`src/rtl/rv32i_pkg.sv`:
```
// rv32i_pkg: shared RV32I widths, constants, the fetch FSM state encoding and
// the instruction-queue entry layout.
// Optional feature macro: FETCH_MISALIGN_EN adds the HALT state used when a
// redirect target is not word aligned.
package rv32i_pkg;

  localparam int XLEN = 32;
  localparam int ILEN = 32;
  localparam logic [ILEN-1:0] INSTR_NOP = 32'h0000_0013;

  // Fetch FSM state encoding
  localparam logic [1:0] ST_IDLE  = 2'd0;
  localparam logic [1:0] ST_FETCH = 2'd1;
`ifdef FETCH_MISALIGN_EN
  localparam logic [1:0] ST_HALT  = 2'd2;
`endif

  // One instruction-queue entry: PC in the upper word, instruction below
  typedef struct packed {
    logic [XLEN-1:0] pc;
    logic [ILEN-1:0] instr;
  } ifq_entry_t;

endpackage

```
`src/rtl/ifq_fifo.sv`:
```
// ifq_fifo: DEPTH-entry queue of 64-bit {pc,instr} words between the fetch
// logic and decode. The head entry is held in a register so the consumer
// sees a registered output; while empty the head keeps its last value.
// Ports:
//   clk, rst       clock, asynchronous active-high reset
//   push_i/data_i  write one entry
//   pop_i          consume the head entry (ignored when empty)
//   flush_i        drop all entries (wins over push and pop)
//   count_o        number of stored entries
//   empty_o/full_o occupancy flags
//   head_o         registered head entry
module ifq_fifo #(
  parameter int DEPTH = 2
) (
  input  logic                         clk,
  input  logic                         rst,
  input  logic                         push_i,
  input  logic [63:0]                  data_i,
  input  logic                         pop_i,
  input  logic                         flush_i,
  output logic [$clog2(DEPTH+1)-1:0]   count_o,
  output logic                         empty_o,
  output logic                         full_o,
  output logic [63:0]                  head_o
);

  localparam int CNT_W = $clog2(DEPTH + 1);
  localparam int PTR_W = (DEPTH > 1) ? $clog2(DEPTH) : 1;

  logic [63:0]      mem_q [DEPTH];
  logic [63:0]      mem_d [DEPTH];
  logic [PTR_W-1:0] wr_ptr_q, wr_ptr_d;
  logic [PTR_W-1:0] rd_ptr_q, rd_ptr_d;
  logic [CNT_W-1:0] count_q, count_d;
  logic [63:0]      head_q, head_d;
  logic             do_pop_s;

  function automatic logic [PTR_W-1:0] ptr_inc(input logic [PTR_W-1:0] p);
    if (p == PTR_W'(DEPTH - 1)) begin
      return '0;
    end else begin
      return p + PTR_W'(1);
    end
  endfunction

  assign do_pop_s = pop_i && (count_q != '0);
  assign count_o  = count_q;
  assign empty_o  = (count_q == '0);
  assign full_o   = (count_q == CNT_W'(DEPTH));
  assign head_o   = head_q;

  // Next-state for storage, pointers, occupancy and the registered head
  always_comb begin
    mem_d    = mem_q;
    wr_ptr_d = wr_ptr_q;
    rd_ptr_d = rd_ptr_q;
    count_d  = count_q;
    if (flush_i) begin
      wr_ptr_d = '0;
      rd_ptr_d = '0;
      count_d  = '0;
    end else begin
      if (push_i) begin
        mem_d[wr_ptr_q] = data_i;
        wr_ptr_d        = ptr_inc(wr_ptr_q);
      end else begin
        wr_ptr_d = wr_ptr_q;
      end
      if (do_pop_s) begin
        rd_ptr_d = ptr_inc(rd_ptr_q);
      end else begin
        rd_ptr_d = rd_ptr_q;
      end
      count_d = count_q + CNT_W'(push_i) - CNT_W'(do_pop_s);
    end
    // Look at the post-update array so a push into an empty queue is visible
    // at the head on the very next cycle.
    if (count_d != '0) begin
      head_d = mem_d[rd_ptr_d];
    end else begin
      head_d = head_q;
    end
  end

  // Queue state registers
  always_ff @(posedge clk or posedge rst) begin
    if (rst) begin
      for (int i = 0; i < DEPTH; i++) begin
        mem_q[i] <= 64'd0;
      end
      wr_ptr_q <= '0;
      rd_ptr_q <= '0;
      count_q  <= '0;
      head_q   <= 64'd0;
    end else begin
      mem_q    <= mem_d;
      wr_ptr_q <= wr_ptr_d;
      rd_ptr_q <= rd_ptr_d;
      count_q  <= count_d;
      head_q   <= head_d;
    end
  end

endmodule

```
`src/rtl/fetch_unit.sv`:
```
// fetch_unit: RV32I instruction fetch stage. Owns the PC, issues word requests
// to instruction memory, queues returned words tagged with their PC and hands
// them to decode over valid/ready. A redirect loads a new PC, flushes the
// queue and discards every response still in flight.
// Ports:
//   clk, rst                          clock, asynchronous active-high reset
//   redirect_valid/redirect_pc        taken branch/jump and its target
//   imem_req_valid/ready/addr         request channel to instruction memory
//   imem_rsp_valid/data               in-order read data, always accepted
//   instr_valid/ready, Instr/instr_pc instruction and its PC to decode
//   misalign_err                      sticky misaligned-target flag (macro only)
// Optional feature macro: FETCH_MISALIGN_EN. When defined, a misaligned
// redirect halts fetching and raises misalign_err until an aligned redirect;
// when undefined, the target's low two bits are simply cleared.
module fetch_unit
  import rv32i_pkg::*;
#(
  parameter logic [31:0] RESET_PC = 32'h0000_0000,
  parameter int          DEPTH    = 2
) (
  input  logic        clk,
  input  logic        rst,
  input  logic        redirect_valid,
  input  logic [31:0] redirect_pc,
  output logic        imem_req_valid,
  input  logic        imem_req_ready,
  output logic [31:0] imem_req_addr,
  input  logic        imem_rsp_valid,
  input  logic [31:0] imem_rsp_data,
  output logic        instr_valid,
  input  logic        instr_ready,
  output logic [31:0] Instr,
  output logic [31:0] instr_pc
`ifdef FETCH_MISALIGN_EN
  ,
  output logic        misalign_err
`endif
);

  localparam int CNT_W = $clog2(DEPTH + 1);

  logic [1:0]       state_q, state_d;
  logic [XLEN-1:0]  pc_q, pc_d;
  logic [XLEN-1:0]  tag_q, tag_d;
  logic [CNT_W-1:0] inflight_q, inflight_d;
  logic [CNT_W-1:0] drop_q, drop_d;
  logic [CNT_W-1:0] count_s;
  logic             empty_s, full_s;
  logic             credit_ok_s, req_fire_s, rsp_take_s, keep_s;
  logic [XLEN-1:0]  target_s;
  ifq_entry_t       push_entry_s, head_entry_s;
`ifdef FETCH_MISALIGN_EN
  logic             misalign_s;
  logic             err_q, err_d;

  assign target_s     = redirect_pc;
  assign misalign_s   = (redirect_pc[1:0] != 2'b00);
  assign misalign_err = err_q;
`else
  assign target_s = {redirect_pc[31:2], 2'b00};
`endif

  // Queued plus in-flight words never exceed DEPTH, so a response always
  // finds room in the queue.
  assign credit_ok_s    = ({1'b0, count_s} + {1'b0, inflight_q}) < (CNT_W+1)'(DEPTH);
  assign imem_req_valid = (state_q == ST_FETCH) && credit_ok_s && !redirect_valid;
  assign imem_req_addr  = pc_q;
  assign req_fire_s     = imem_req_valid && imem_req_ready;
  assign rsp_take_s     = imem_rsp_valid && (inflight_q != '0);
  assign keep_s         = rsp_take_s && (drop_q == '0) && !redirect_valid;

  assign push_entry_s = '{pc: tag_q, instr: imem_rsp_data};
  assign instr_valid  = !empty_s;
  assign Instr        = head_entry_s.instr;
  assign instr_pc     = head_entry_s.pc;

  ifq_fifo #(
    .DEPTH (DEPTH)
  ) u_ifq (
    .clk     (clk),
    .rst     (rst),
    .push_i  (keep_s && !full_s),
    .data_i  (push_entry_s),
    .pop_i   (instr_ready),
    .flush_i (redirect_valid),
    .count_o (count_s),
    .empty_o (empty_s),
    .full_o  (full_s),
    .head_o  (head_entry_s)
  );

  // FSM, PC, PC-tag, in-flight and drop bookkeeping
  always_comb begin
    state_d    = state_q;
    pc_d       = pc_q;
    tag_d      = tag_q;
    drop_d     = drop_q;
    inflight_d = inflight_q + CNT_W'(req_fire_s) - CNT_W'(rsp_take_s);
`ifdef FETCH_MISALIGN_EN
    err_d      = err_q;
`endif
    case (state_q)
      ST_IDLE:  state_d = ST_FETCH;
      ST_FETCH: state_d = ST_FETCH;
`ifdef FETCH_MISALIGN_EN
      ST_HALT:  state_d = ST_HALT;
`endif
      default:  state_d = ST_IDLE;
    endcase
    if (redirect_valid) begin
      pc_d    = target_s;
      tag_d   = target_s;
      // Everything still outstanding is stale; a response arriving right now
      // is consumed (and discarded) this cycle, so it is not counted again.
      drop_d  = inflight_q - CNT_W'(rsp_take_s);
      state_d = ST_FETCH;
`ifdef FETCH_MISALIGN_EN
      if (misalign_s) begin
        state_d = ST_HALT;
        err_d   = 1'b1;
      end else begin
        err_d   = 1'b0;
      end
`endif
    end else begin
      if (req_fire_s) begin
        pc_d = pc_q + 32'd4;
      end else begin
        pc_d = pc_q;
      end
      if (rsp_take_s) begin
        if (drop_q != '0) begin
          drop_d = drop_q - CNT_W'(1);
        end else begin
          tag_d = tag_q + 32'd4;
        end
      end else begin
        drop_d = drop_q;
      end
    end
  end

  // Fetch control registers
  always_ff @(posedge clk or posedge rst) begin
    if (rst) begin
      state_q    <= ST_IDLE;
      pc_q       <= RESET_PC;
      tag_q      <= RESET_PC;
      inflight_q <= '0;
      drop_q     <= '0;
    end else begin
      state_q    <= state_d;
      pc_q       <= pc_d;
      tag_q      <= tag_d;
      inflight_q <= inflight_d;
      drop_q     <= drop_d;
    end
  end

`ifdef FETCH_MISALIGN_EN
  // Sticky misaligned-target flag
  always_ff @(posedge clk or posedge rst) begin
    if (rst) begin
      err_q <= 1'b0;
    end else begin
      err_q <= err_d;
    end
  end
`endif

endmodule

```
`config.mk`:
```
export PLATFORM = sky130hd
export DESIGN_NAME = fetch_unit
export DESIGN_NICKNAME = d
export VERILOG_FILES = /design/src/rtl/rv32i_pkg.sv /design/src/rtl/ifq_fifo.sv /design/src/rtl/fetch_unit.sv
export SDC_FILE = /design/constraint.sdc
export NUM_CORES = 1
export LEC_CHECK = 0
export CAP_MARGIN = 20
export CORE_AREA = 2 2 165 167
export DETAILED_ROUTE_END_ITERATION = 7
export DIE_AREA = 0 0 167 169
export PLACE_DENSITY = 0.71
export SETUP_SLACK_MARGIN = 0.02
export SYNTH_ARGS = -nofsm -noshare
export SYNTH_HDL_FRONTEND = slang
export SYNTH_SLANG_ARGS = --single-unit
```
`constraint.sdc`:
```
create_clock -name clk -period 18.2 [get_ports clk]
set_input_delay 1.82 -clock clk [delete_from_list [all_inputs] [get_ports clk]]
set_output_delay 1.82 -clock clk [all_outputs]
set_load 0.02 [all_outputs]
```
Word-level counts from Yosys, hierarchy flattened. Index checks and enable logic that the tools add are counted.

Output and inout port bits: 98. Bits of input ports: 70. Flip-flop bits (word level): 266.

$add $sub $neg: 11. Muxes and demuxes: 25. $lt $le $gt $ge: 4. Eq/ne operators: 3. Bitwise logic cells: 2. Reduce and logical (&&, ||, !) cells: 26.

Operators by type and width (count): 2-to-1 mux 128 bit (2); 2-to-1 mux 64 bit (4); 2-to-1 mux 32 bit (5); bitwise mux 128 bit (1); adder 32 x 3 -> 32 bit, second input constant (2); demux 64 bit (select 1 bit) (1); nonzero test 2 bit (8); 2-to-1 mux 2 bit (5); logical AND 1 bit (9); 2-to-1 mux 1 bit (7); zero test 2 bit (3); subtractor 2 x 1 -> 2 bit (3); adder 2 x 1 -> 2 bit (2); greater-or-equal comparator 2 bit, second input constant (2); inverter 1 -> 2 bit (2); AND reduction 2 bit (2); adder 2 x 2 -> 3 bit (1); zero test 1 bit (3); < comparator 3 x 2 -> 1 bit, second input constant (1); adder 1 bit, second input constant (2); == test 2 x 1 -> 1 bit, second input constant (1); == test 2 bit, second input constant (1); < comparator 2 x 1 -> 1 bit, second input constant (1); inequality test 2 bit, second input constant (1); other kinds (2) (2).

Depth between registers and ports, before layout. Gate-level depths: netlist (run 1).

Depth after elaboration: 11. Gate-level depth with buffers: 15. Gate-level depth less buffers: 13.

Cells and area by module. A second synthesis (run 1) with hierarchy kept.

Cell total of the unflattened synthesis: 1028. Area total of the unflattened synthesis: 12498.2 um^2.

Modules (own cells, without submodules): ifq_fifo (area each 8395.6 um^2, cells an instance 571, times used 1, sequential area each 4904.7 um^2); fetch_unit (area each 4102.7 um^2, cells an instance 457, times used 1, sequential area each 1626.6 um^2).

Least setup slack after synthesis (run 1). OpenSTA, ideal clock, no wires.

Path type: in2out. Start: input port redirect_valid. End: output port imem_req_valid. Slack: 14006 ps. Arrival: 2374 ps. Required time: 16380 ps. Stages: 1. Buffers on the path: 0. Cells stage by stage: nor4b_2.

Word-level cells in the longest chain between the ends: 2.

Ends and longest elaborated chain: start, declared (RTL line fetch_unit.sv:23) `input logic redirect_valid,`; zero test 1 bit (RTL line fetch_unit.sv:66) `assign imem_req_valid = (state_q == ST_FETCH) && credit_ok_s && !redirect_valid;`; logical AND 1 bit (RTL line fetch_unit.sv:66); end, declared (RTL line fetch_unit.sv:25) `output logic imem_req_valid,`.

Every way passes these cells.

Worst setup path after layout (run 1).
Start: input port redirect_valid. End: register u_ifq.head_q[33], in the netlist u_ifq.head_o[33].

Word-level cells in the longest chain between the ends: 8. Elaborated cells on any way between the ends: 14.

Ends and longest elaborated chain: parallel branches: the longest is 8 deep, another holds adder 2 x 1 -> 2 bit; end signal, assigned (RTL line ifq_fifo.sv:94) `head_q <= 64'd0;`; end signal, assigned (RTL line ifq_fifo.sv:100) `head_q <= head_d;`; end, declared (RTL line ifq_fifo.sv:35) `logic [63:0] head_q, head_d;`.

Parallel ways; which one is timed is not known. The select of a mux whose other input is x is not followed. A chain may end at the register's enable or synchronous reset.

==> results of run 1 <==
## synthesized netlist by cell type, types with 3 or more instances
master / instances
sky130_fd_sc_hd__xnor2_1: 11
sky130_fd_sc_hd__a31oi_1: 7
sky130_fd_sc_hd__nand4_1: 23
sky130_fd_sc_hd__clkbuf_1: 30
sky130_fd_sc_hd__buf_2: 14
sky130_fd_sc_hd__mux2i_1: 65
sky130_fd_sc_hd__buf_6: 6
sky130_fd_sc_hd__o21a_1: 3
sky130_fd_sc_hd__dfrtp_1: 261
sky130_fd_sc_hd__inv_1: 10
sky130_fd_sc_hd__a221o_1: 3
sky130_fd_sc_hd__o21ai_1: 52
sky130_fd_sc_hd__mux2_2: 79
sky130_fd_sc_hd__buf_4: 3
sky130_fd_sc_hd__nand2_1: 131
sky130_fd_sc_hd__and2_1: 9
sky130_fd_sc_hd__nand3_1: 29
sky130_fd_sc_hd__o211ai_1: 6
sky130_fd_sc_hd__o21ai_0: 64
sky130_fd_sc_hd__a21oi_1: 9
sky130_fd_sc_hd__mux2_4: 47
sky130_fd_sc_hd__nor2_1: 21
sky130_fd_sc_hd__o311ai_0: 9
sky130_fd_sc_hd__or3_1: 3
sky130_fd_sc_hd__xor2_1: 25
sky130_fd_sc_hd__nor2b_1: 7
sky130_fd_sc_hd__and3_1: 10
sky130_fd_sc_hd__ha_1: 8
sky130_fd_sc_hd__and4_1: 4
sky130_fd_sc_hd__nor3_1: 9
sky130_fd_sc_hd__buf_1: 4
## where the power goes
part / internal, mW / leakage, nW / switching [mW]
combinational: 0.401 / 3.00 / 0.416
sequential: 0.780 / 3.31 / 0.0973
clock: 0.388 / 0.491 / 0.234
## flip-flops by register name, indices dropped and copies added, names as in the netlist
| signal | cells |
|---|---|
| u_ifq.mem_q | 128 |
| u_ifq.head_o | 64 |
| imem_req_addr | 30 |
| tag_q | 30 |
| drop_q | 2 |
| inflight_q | 2 |
| u_ifq.count_o | 2 |
| state_q | 1 |
| u_ifq.rd_ptr_q | 1 |
| u_ifq.wr_ptr_q | 1 |
## cells by family after synthesis
group                    count (synthesis)
buffers and inverters                   70
adder cells (fa/ha/maj)                  9
other                                    2
multiplexers                           191
AND/OR/NAND/NOR                        260
flip-flops                             261
AO/OA/AOI/OAI                          164
XOR/XNOR                                36
## cell type report
type	count	area share, %
inverter	13	0.383
timing repair buffer	177	11.9
clock buffer	34	5.26
sequential	261	44.4
multi-input combinational	663	33.5
clock inverter	16	1.68
tap	341	2.90
## per-layer routing
metal / up-vias / routed length (um) / GRT usage, %
met5: - / 0 / 0
met4: 0 / 824 / 6.07
met3: 53 / 1050 / 2.83
met2: 188 / 12400 / 30.3
met1: 3998 / 11900 / 25.3
li1: 3815 / - / -
## metrics by stage
step | total power [mW] | hold WS, ps | cell area [um2] | utilization (%)
final | 2.32 | 477 | 14700 | 55.5
after global routing | 2.46 | 499 | 14700 | 55.5
after CTS | 2.34 | 484 | 14700 | 55.4
after detailed placement | 1.71 | 470 | 13700 | 51.6
after global placement | 1.69 | 463 | 13700 | 51.6
after floorplan | 1.43 | 453 | 11800 | -
## worst reg2reg max path, cell delays in order (launching register included)
cell,delay (ps)
sky130_fd_sc_hd__dfrtp_1,350
sky130_fd_sc_hd__inv_1,80
sky130_fd_sc_hd__ha_1,240
sky130_fd_sc_hd__o211ai_4,160
sky130_fd_sc_hd__nor2_1,200
sky130_fd_sc_hd__nand2_1,80
sky130_fd_sc_hd__ha_1,290
sky130_fd_sc_hd__inv_1,40
sky130_fd_sc_hd__ha_1,170
sky130_fd_sc_hd__xnor2_1,180
sky130_fd_sc_hd__xnor2_1,130
sky130_fd_sc_hd__o21ai_4,130
sky130_fd_sc_hd__buf_4,470
sky130_fd_sc_hd__buf_4,710
sky130_fd_sc_hd__a211o_1,210
sky130_fd_sc_hd__o21ai_0,80
## final timing paths
| kind | from | end | slack (ps) |
|---|---|---|---|
| worst max-delay path | redirect_valid | u_ifq.head_o[33]$_DFFE_PP0P_ | 12940 |
| worst min-delay path | u_ifq.head_o[60]$_DFFE_PP0P_ | u_ifq.head_o[60]$_DFFE_PP0P_ | 480 |
| worst max register to register | drop_q[0]$_DFFE_PP0P_ | u_ifq.head_o[33]$_DFFE_PP0P_ | 14540 |
| worst min register to register | u_ifq.head_o[60]$_DFFE_PP0P_ | u_ifq.head_o[60]$_DFFE_PP0P_ | 480 |
| max in group asynchronous | rst | imem_req_addr[26]$_DFFE_PP0P_ | 14380 |
| min in group asynchronous | rst | u_ifq.head_o[14]$_DFFE_PP0P_ | 1830 |
==> results list, run 1 <==
- In this run the static leakage power is about 7 nW.
- In the final layout, the share of cells above drive strength 1 is about 17%.
* Remaining antenna violation count after routing: 0
- Total grt overflow: 0
* Number of logic stages on the critical path including buffering: 14
* Result of the run: complete, no violations
* Compound-Gate Fraction of Synth Area: approximately 8%
* Overall routed net length: 26100 um
- Peak ir drop on the vdd network: between 0.0001 and 0.00015 V
- CTS built an H-tree with a depth of 1.
* Area taken by flip-flops and latches: between 6000 and 7000 um2
* Max Cap Viol: 0
- Dpl hpwl: 16800 um
- After clock tree synthesis, the setup repair step added 0 buffers.
* Wire length of the first global-routing pass: 42900 um
* Worst Setup Path Type: input pin to register
- For this run, the leading register cell type out of synthesis is sky130_fd_sc_hd__dfrtp_1.
* # DRC: 0
- Clock tree from TritonCTS: built
* Vias in the first global route: between 8k and 9k
* Final-report setup violation count: 0
* Crit-path max cell delay: ~700 ps
- Transition time at the pin with the least slew margin: around 990 ps
- Leaving out fill and tap cells, the most frequent cell in the layout is sky130_fd_sc_hd__dfrtp_1.
* Placed cell count: between 1k and 1.5k
* Area share of and/or/nand/nor cells after synthesis: between 10% and 20%
- Endpoint required time on the critical path: around 19000 ps
- Buffers inserted to repair hold after CTS numbered 0.
- Counting flops and latches in the post-synthesis netlist gives 261.
* Instance count of the mapped netlist: 993
* Fraction of synthesized area in multiplexers: 19.1%
* Clock period minus worst slack: between 5000 and 6000 ps
- The share of the Yosys chip area taken by registers is between 50% and 60%.
- Endpoint type of the worst setup path: register
- Measured against its own limit, the worst slew margin works out to about a third.
- Post-synth ARST share: 100%
- At the end of the flow, the number of nets in the layout was approximately 1.2k.
- Sorting the synthesized cells by area gives the leading types as sky130_fd_sc_hd__dfrtp_1 (56%), sky130_fd_sc_hd__mux2_2 (7.6%), sky130_fd_sc_hd__mux2_4 (6.0%).
- Syn_area_per_cell: 11.8 um2
- The initial antenna violation count was 0.
* Share of Yosys cell area claimed by the top area cell type: between 50% and 60%
- For the worst-skew pair, the clock arrives at the later sink with an insertion delay of 530 ps.
* Drt wl/cell: approximately 17 um
- The number of hold violations in the final report came to 0.
- TritonCTS created 29 clock buffers.
- The synthesized netlist occupies a cell area of roughly 12000 um2.
- The synthesized design contains 0 enable-type register cells.
* Crit-path cells: buf_2, buf_4, clkinv_1, nand2_1, ha_1, inv_1, ha_1, xnor2_1, xnor2_1, o21ai_4, buf_4, buf_4, a211o_1, o21ai_0
* Core area: around 27000 um2
* Path category of the worst min-delay check: register to register
- Most frequent cells in the layout: sky130_fd_sc_hd__dfrtp_1 (261), sky130_fd_sc_hd__clkdlybuf4s50_1 (162), sky130_fd_sc_hd__nand2_1 (131)
- The detailed router finished its first iteration with between 400 and 500 violations.
* Post-placement setup slack: approximately 12000 ps
* Count of pins over their slew limit: 0
* Gate family responsible for the most delay along the worst path: buffers and inverters
* Number of gates resized after cts: 0
- Setup total negative slack on the finished layout was measured at 0 ps.
* Buf+Inv Stages, Crit Path: 6
- The tree built by TritonCTS fans out to 261 sinks.
- Worst clock skew: 11.3 ps
- Maximum frequency from static timing analysis: ~190 MHz
- Dominant combinational cell family by area after synthesis: multiplexers
* Library cell with the largest summed area after synthesis: sky130_fd_sc_hd__dfrtp_1
- CTS clock-pin slew for the worst setup and hold paths: roughly 60 ps
- Cell seen most often among critical-path stages: sky130_fd_sc_hd__buf_4
- Gr usage total: around 18%
* Master cell of the clock root buffer: sky130_fd_sc_hd__clkbuf_16
- In the routed layout, each cell is associated on average with a via count of roughly 5.4.
* Total inserted antenna cells: 0
- STA classifies the critical path startpoint as an input pin.
- Routability congestion estimate from global placement: just over 0.8
* Die Height: 169 um
* Initial core utilization: between 40% and 50%
* Number of top-level design ports: roughly 170
* Row count: 60
- The slowest stage of the critical path belongs to the cell sky130_fd_sc_hd__clkinv_1.
* Non-filler instance count after layout: between 1.5k and 2k
* Final period util: between 20 and 30%
- In this run the power density over the cells is between 150 and 200 nW/um2.
* PortBufs: between 150 and 200
* Maximum buffer depth of the clock tree: 3
- Footprint of the multi-input gates: about 4900 um2
* Number of optimization iterations in the first detailed-route pass: 4
* Distinct cell type count of the synthesized netlist: 53
- Of the total synthesized cell area, the portion taken by XOR and XNOR cells is about 2.7%.
- The die is 167 um wide.
- Data arrival time of the critical path: roughly 5700 ps
- Setup repair after global routing left no endpoint under its margin.
- The worst path meets setup with 12940 ps of slack.
- Die footprint: 28200 um2
- Adder and majority gate portion of the synthesized area: slightly above 1%
* Vias: just over 8k
- Pin count of the biggest net entering global routing: 109
- Count of synthesis-stage warnings from yosys: 0
- Of all nets on the critical path, the largest fanout is 75.
- Worst R2R Path Depth: 15
- Counting instances, the worst hold path has a depth of 2.
- Area growth syn-to-layout: 25.1%
- Counting the fill cells in the layout gives between 2k and 2.5k.
(Power assumes the default switching activity.)
==> run 2, diff against run 1 <==
==> constraint.sdc (replaced) <==
create_clock -name clk -period 4.9 [get_ports clk]
set_input_delay 0.49 -clock clk [delete_from_list [all_inputs] [get_ports clk]]
set_output_delay 0.49 -clock clk [all_outputs]
set_load 0.02 [all_outputs]
==> run 2 against run 1 <==
  * Total power increased to 3.7 times the previous value
  * Register-to-register slack got worse by 13000 ps
  * Clock skew increased by 4.5 ps
  * Sequential share of layout area decreased by 0.17 points
  * Clock-buffer cell count increased by 4
  * Global-route usage increased by 0.32 points
  * Largest power group unchanged
  * Sequential power increased to 3.7 times the previous value
  * Non-clock buffer count increased by 1
  * Critical path type is now register to register
  * Die area unchanged
==> results list, run 2 (same netlist as run 1, synthesis figures left out) <==
* Row count: 60 (unchanged)
- Total inserted antenna cells: 0 (unchanged)
- STA classifies the critical path endpoint as a register.
* Worst Hold Path Cells: 2 (unchanged)
- R2r setup slk: 1740 ps (-12800 ps)
* H-tree depth reported by CTS: 1 (unchanged)
- The total number of nets in the final design came to 1225 (+0.082%).
- Initial core utilization: 44.4% (unchanged)
- Data arrival time of the critical path: 3580 ps (-2090 ps)
* Worst R2R Path Depth: 11 (-4)
* Number of sinks handled by clock tree synthesis: 261 (unchanged)
* Hold Crit Endpoint: u_ifq.wr_ptr_q$_DFFE_PP0P_
- The global-route wire length before repair came to 44000 um (+2.7%).
* Hold buffer count at CTS: 0 (unchanged)
- Path category of the worst min-delay check: input pin to register
* PD cells: 588 nW/um2 (+270%)
- Max_slew headroom: 35.6% (+1.3 points)
- The flip-flop count of the largest register after layout came to 128 (unchanged).
* Clock latency on the worst-skew pair: 540 ps (about the same)
- Peak ir drop on the vdd network: 0.000376 V (+270%)
* CP Launch Type: register
- The max capacitance violation total was 0 (unchanged).
- Area growth syn-to-layout: 25.6%
* Number of gates resized after cts: 0 (unchanged)
- The via total after detailed routing is 8101 (+0.58%).
- Die footprint: 28200 um2 (unchanged)
- Maximum buffer depth of the clock tree: 3 (unchanged)
- Count of pins over their slew limit: 0 (unchanged)
- Final period util: 64.5%
- For this design, the slowest cell found on the critical path is sky130_fd_sc_hd__fa_1.
* Vias in the first global route: 8335 (+1.8%)
- Pleak: 6.84 nW (+0.44%)
- Final-report setup violation count: 0 (unchanged)
- TritonCTS built the clock tree.
* Master cell of the clock root buffer: sky130_fd_sc_hd__clkbuf_16
- RSZ-0062 raised after global routing: false
* Most frequent cells in the layout: sky130_fd_sc_hd__dfrtp_1 (261), sky130_fd_sc_hd__clkdlybuf4s50_1 (162), sky130_fd_sc_hd__nand2_1 (131)
- Most common library cell in the layout ignoring fill and taps: sky130_fd_sc_hd__dfrtp_1
- Post-route setup TNS: 0 ps (unchanged)
* Worst Setup Path Type: register to register
- Drt wl/cell: 17.5 um (+0.72%)
- The overall power of the completed layout was 8.68 mW (+270%).
* Gr usage total: 18.8% (+0.32 points)
- Finished Core Util: 55.8% (+0.21 points)
- Crit-path cells: and2_1, fa_1, nor4b_2, and2_1, buf_4, inv_2, ha_1, inv_1, ha_1, xnor2_1, xnor2_1
* Worst hold slack: 296 ps (-181 ps)
- DRC marker count from the first detailed-route iteration: 472 (-4.1%)
- Maximum frequency from static timing analysis: ~320 MHz
* Pin count of the biggest net entering global routing: 137 (+26%)
- The residual antenna-violating net count after detailed routing came to 0 (unchanged).
* Crit-path max cell delay: 460 ps (-240 ps)
* CTS clock-pin slew for the worst setup and hold paths: 60 ps (about the same)
- Clock period minus worst slack: approximately 3200 ps
- The floorplan core area came to 26500 um2 (unchanged).
- Number of optimization iterations in the first detailed-route pass: 4 (unchanged)
- Total grt overflow: 0 (unchanged)
- The horizontal extent of the die was 167 um (unchanged).
- Die Height: 169 um (unchanged)
- The required time of the critical path was 5320 ps (-13290 ps).
- The worst register-to-register path begins at inflight_q[0]$_DFF_PP0_.
- The initial antenna violation count is 0 (unchanged).
- The number of buffer cells added on primary ports is 163 (unchanged).
- Hold Path Origin: redirect_valid
- The routed wire length was 26400 um (+0.98%).
- The last weighted congestion value of the routability-driven placer is 0.849 (+2.5%).
- The per-cell via count in the routed design is 5.37 (+0.32%).
* Final number of hold-violating endpoints: 0 (unchanged)
- Post-CTS setup-driven buffer insertion count: 0 (unchanged)
* Transition time at the pin with the least slew margin: 966 ps (-19.2 ps)
- The detailed-route DRC error count was 0 (unchanged).
* Result of the run: complete, no violations
- Top reg by flops: u_ifq.mem_q
- Worst reg2reg path endpoint: inflight_q[1]$_DFF_PP0_
* Dpl hpwl: 17100 um (+1.6%)
- The I/O pin count came to 168 (unchanged).
- The proportion of layout cells with a drive suffix above 1 came to 17.6% (+0.20 points).
* Largest fanout on the critical path: 39 (-48%)
* Inserted Clock Buffers: 29 (unchanged)
* Worst clock skew: 15.7 ps (+4.50 ps)
==> run 2: worst max-delay path by stage <==
stage,from,end,slack (ps),depth (start not counted)
CTS,inflight_q[0]$_DFF_PP0_,imem_req_valid,1700,4
floorplan,rst,drop_q[0]$_DFFE_PP0P_,970,1
finish,inflight_q[0]$_DFF_PP0_,inflight_q[1]$_DFF_PP0_,1740,11
global placement,imem_rsp_valid,u_ifq.head_o[51]$_DFFE_PP0P_,1540,7
global route,inflight_q[0]$_DFF_PP0_,inflight_q[1]$_DFF_PP0_,1530,11
detailed placement,imem_rsp_valid,u_ifq.head_o[51]$_DFFE_PP0P_,1540,7
==> run 2: worst max-delay path, delay by kind of cell (launching register included) <==
family / cells / cell delay, ps
buf+inv: 3 / 570
simple gates: 3 / 730
fa+ha+maj: 3 / 1020
xor+xnor: 2 / 260
flops: 1 / 450
==> run 2: through the flow <==
step | std cells | setup WS (ps) | cell area [um2]
finish | 1509 | 1740 | 14800
global placement | 1456 | 1540 | 13700
global route | 1509 | 1530 | 14800
floorplan | 994 | 968 | 11800
detailed placement | 1456 | 1540 | 13700
CTS | 1509 | 1700 | 14800
==> run 2: layout make-up <==
type / count / area [um2]
Inverter: 13 / 52.6
Clock inverter: 15 / 238
Clock buffer: 38 / 820
Multi-Input combinational cell: 663 / 4930
Tap cell: 341 / 427
Fill cell: 2210 / 11700
Timing Repair Buffer: 178 / 1780
Sequential cell: 261 / 6530
==> run 2: power breakdown <==
| part | internal (mW) | switching, mW | total [mW] |
|---|---|---|---|
| clock network | 1.49 | 0.873 | 2.36 |
| logic | 1.50 | 1.55 | 3.05 |
| registers | 2.90 | 0.372 | 3.27 |
| total | 5.89 | 2.79 | 8.68 |
==> run 2: routing by layer <==
layer	track usage, %	part of all wire [%]	wire length, um	vias up
li1	-	-	-	3820
met1	26.3	46	12100	4080
met2	31.2	49	12800	167
met3	2.74	3.6	958	34
met4	4.39	1.7	447	0
met5	0	0	0	-
==> run 3, diff against run 2 <==
--- a/config.mk
+++ b/config.mk
@@ -9,7 +9,7 @@
 export CORE_AREA = 2 2 165 167
 export DETAILED_ROUTE_END_ITERATION = 7
 export DIE_AREA = 0 0 167 169
-export PLACE_DENSITY = 0.71
+export PLACE_DENSITY = 0.74
 export SETUP_SLACK_MARGIN = 0.02
 export SYNTH_ARGS = -nofsm -noshare
 export SYNTH_HDL_FRONTEND = slang
==> constraint.sdc (replaced) <==
create_clock -name clk -period 2.8 [get_ports clk]
set_input_delay 0.28 -clock clk [delete_from_list [all_inputs] [get_ports clk]]
set_output_delay 0.28 -clock clk [all_outputs]
set_load 0.02 [all_outputs]
==> run 3 against run 2 <==
  * Clock power increased by 52%
  * Final cell count increased by 1.4%
  * Design area increased by 1.7%
  * Worst setup slack got worse by 1600 ps
  * Routed wire length increased by 2.3%
==> results list, run 3 (same netlist as run 1, synthesis figures left out) <==
- Dpl hpwl: 18400 um (+7.7%)
- Launch point of the critical path: u_ifq.count_o[0]$_DFF_PP0_
* # DRC: 0 (unchanged)
- The multi-input combinational cell area came to 4990 um2 (+1.1%).
- The maximum level of the CTS H-tree came to 1 (unchanged).
- Vias: 8208 (+1.3%)
- The last weighted congestion value of the routability-driven placer came to 0.853 (+0.47%).
- The required time of the critical path came to 3260 ps (-2060 ps).
- Most frequent cells in the layout: sky130_fd_sc_hd__dfrtp_1 (261), sky130_fd_sc_hd__clkdlybuf4s50_1 (161), sky130_fd_sc_hd__nand2_1 (131)
* Via-to-Cell Ratio: 5.36 (about the same)
- Ratio of cells with drive above 1 in the final layout: 19.4% (+1.9 points)
- The setup path with the least slack is of type register to register.
* DRC marker count from the first detailed-route iteration: 484 (+2.5%)
- The max-slew headroom at the worst pin is 49.8% (+14 points).
* Antenna violations before repair: 0 (unchanged)
- Hold Path Origin: redirect_valid
* Hold buffer count at CTS: 0 (unchanged)
- The final period demand of the worst path was 2640 ps (-520 ps).
- Pleak: 6.95 nW (+1.7%)
- The met3 global-route usage came to 2.50% (-0.23 points).
- The number of hold violations in the final report came to 0 (unchanged).
- Setup repair after global routing left no endpoint under its margin.
- Peak ir drop on the vdd network: 0.000714 V (+90%)
- The worst setup path is captured at a register.
- The initial cell density of the core was 44.4% (unchanged).
- The worst-margin pin slew came to 747 ps (-219 ps).
* Clock tree from TritonCTS: built
- The worst-case clock skew is 13.1 ps (-2.63 ps).
- The floorplan core area is 26500 um2 (unchanged).
- Final-report setup violation count: 0 (unchanged)
* Placed cell count: 1479 (+1.6%)
- The global-route wire length before repair was 44500 um (+1.2%).
- Post-CTS setup-driven buffer insertion count: 0 (unchanged)
* Die footprint: 28200 um2 (unchanged)
- Worst R2R Path Depth: 8 (-3)
* Count of pins over their slew limit: 0 (unchanged)
* Die Height: 169 um (unchanged)
- PD cells: 1000 nW/um2 (+71%)
- Total inserted antenna cells: 0 (unchanged)
* Master cell of the clock root buffer: sky130_fd_sc_hd__clkbuf_16
* Overall routed net length: 27000 um (+2.3%)
- Max reg flops: 128 (unchanged)
- Maximum frequency from static timing analysis: 379 MHz (+20%)
- The number of non-filler instances in the completed layout was 1530 (+1.4%).
- The wire length per cell came to 17.6 um (+0.94%).
- The period utilization was 94.3% (+30 points).
- The overall fraction of global-route tracks in use came to 19.1% (+0.35 points).
- Total power of the final layout: 15.1 mW (+74%)
* R2r setup slk: 160 ps (-1580 ps)
- The number of clock sinks is 261 (unchanged).
* Row count: 60 (unchanged)
- The number of inserted filler cells in the final layout came to 2221 (+0.50%).
- The area growth from synthesis to layout is 27.7%.
- The max capacitance violation total was 0 (unchanged).
- Most common library cell in the layout ignoring fill and taps: sky130_fd_sc_hd__dfrtp_1
* PortBufs: 163 (unchanged)
* Top reg by flops: u_ifq.mem_q
* CP Launch Type: register
* Largest fanout on the critical path: 29 (-26%)
* Clock latency on the worst-skew pair: 530 ps (about the same)
- The flow ran to the end, and the final reports show no timing, DRC or antenna violations.
- The number of global-route vias before repair came to 8486 (+1.8%).
* CTS clock-pin slew for the worst setup and hold paths: 60 ps (about the same)
- The maximum buffer depth of the clock tree came to 3 (unchanged).
- Most Used Layer, Global Route: met2
- Data arrival time of the critical path: 3100 ps (-480 ps)
* Number of top-level design ports: 168 (unchanged)
* Total grt overflow: 0 (unchanged)
- The pin count of the biggest net entering global routing was 121 (-12%).
- The residual antenna-violating net count after detailed routing is 0 (unchanged).
* Worst Hold Path Cells: 2 (unchanged)
- The worst register-to-register path begins at u_ifq.count_o[0]$_DFF_PP0_.
* Chip width: 167 um (unchanged)
- The total clock buffers created by CTS came to 28 (-3.4%).
* Path category of the worst min-delay check: input pin to register
- Met2 Usage GRT: 32.3% (+1.2 points)
* Area taken by flip-flops and latches: 6530 um2 (unchanged)
- The number of detailed-route iterations in the first pass came to 5 (+1).
* GR Layer Usage met1: 26.2% (-0.087 points)
* Final-stage net count: 1247 (+1.8%)
## run 3: report_power, final
group	switching, mW	internal, mW
Combinational	2.87	2.93
Sequential	0.634	5.07
Clock	1.48	2.12
Total	4.98	10.1
## run 3: through the flow
| step | cell area, um2 | util (%) | setup slack (ps) | hold WS [ps] | setup TNS [ps] |
|---|---|---|---|---|---|
| 2_1_floorplan | 11800 | - | -922 | 401 | -240680 |
| 3_3_place_gp | 14100 | 53.2 | 36.8 | 465 | 0 |
| 3_5_place_dp | 14100 | 53.2 | -7.42 | 473 | -7.42 |
| 4_1_cts | 15000 | 56.6 | 34.3 | 93.1 | 0 |
| 5_1_grt | 15000 | 56.7 | 23.4 | 110 | 0 |
| 6_report | 15000 | 56.7 | 159 | 111 | 0 |
## run 3: final timing paths
kind / end
max in group asynchronous: u_ifq.mem_q[123]$_DFF_PP0_
hold reg to reg: u_ifq.head_o[22]$_DFFE_PP0P_
setup / recovery: imem_req_addr[27]$_DFFE_PP0P_
min in group asynchronous: u_ifq.mem_q[17]$_DFF_PP0_
hold / removal: u_ifq.wr_ptr_q$_DFFE_PP0P_
setup reg to reg: imem_req_addr[27]$_DFFE_PP0P_
## run 3: per-layer routing
layer	share of wire, %	wire length, um	vias up
li1	-	-	3857
met1	44	11900	4101
met2	50	13400	210
met3	3.8	1040	40
met4	2.3	631	0
met5	0	0	-
## run 3: critical path: stages, from the launching register on
cell and delay (ps):
sky130_fd_sc_hd__dfrtp_1 420, sky130_fd_sc_hd__and2_4 180, sky130_fd_sc_hd__fa_1 500, sky130_fd_sc_hd__nor4b_4 300
sky130_fd_sc_hd__and2_4 230, sky130_fd_sc_hd__inv_2 80, sky130_fd_sc_hd__buf_4 230, sky130_fd_sc_hd__or4b_1 530
sky130_fd_sc_hd__nand3_1 80
## run 3: final cells by class
| class | instances | area share (%) |
|---|---|---|
| flip-flops and latches | 261 | 43.5 |
| clock inverters | 9 | 0.516 |
| repair buffers | 201 | 14.1 |
| clock buffers | 42 | 5.49 |
| multi-input cells | 663 | 33.2 |
| well taps | 341 | 2.84 |
| inverters | 13 | 0.350 |
## run 3: repair_timing
item                       4_1_cts  5_1_grt
gates resized for setup          1        5
pin swaps                        0        1
setup endpoints to repair        1       76
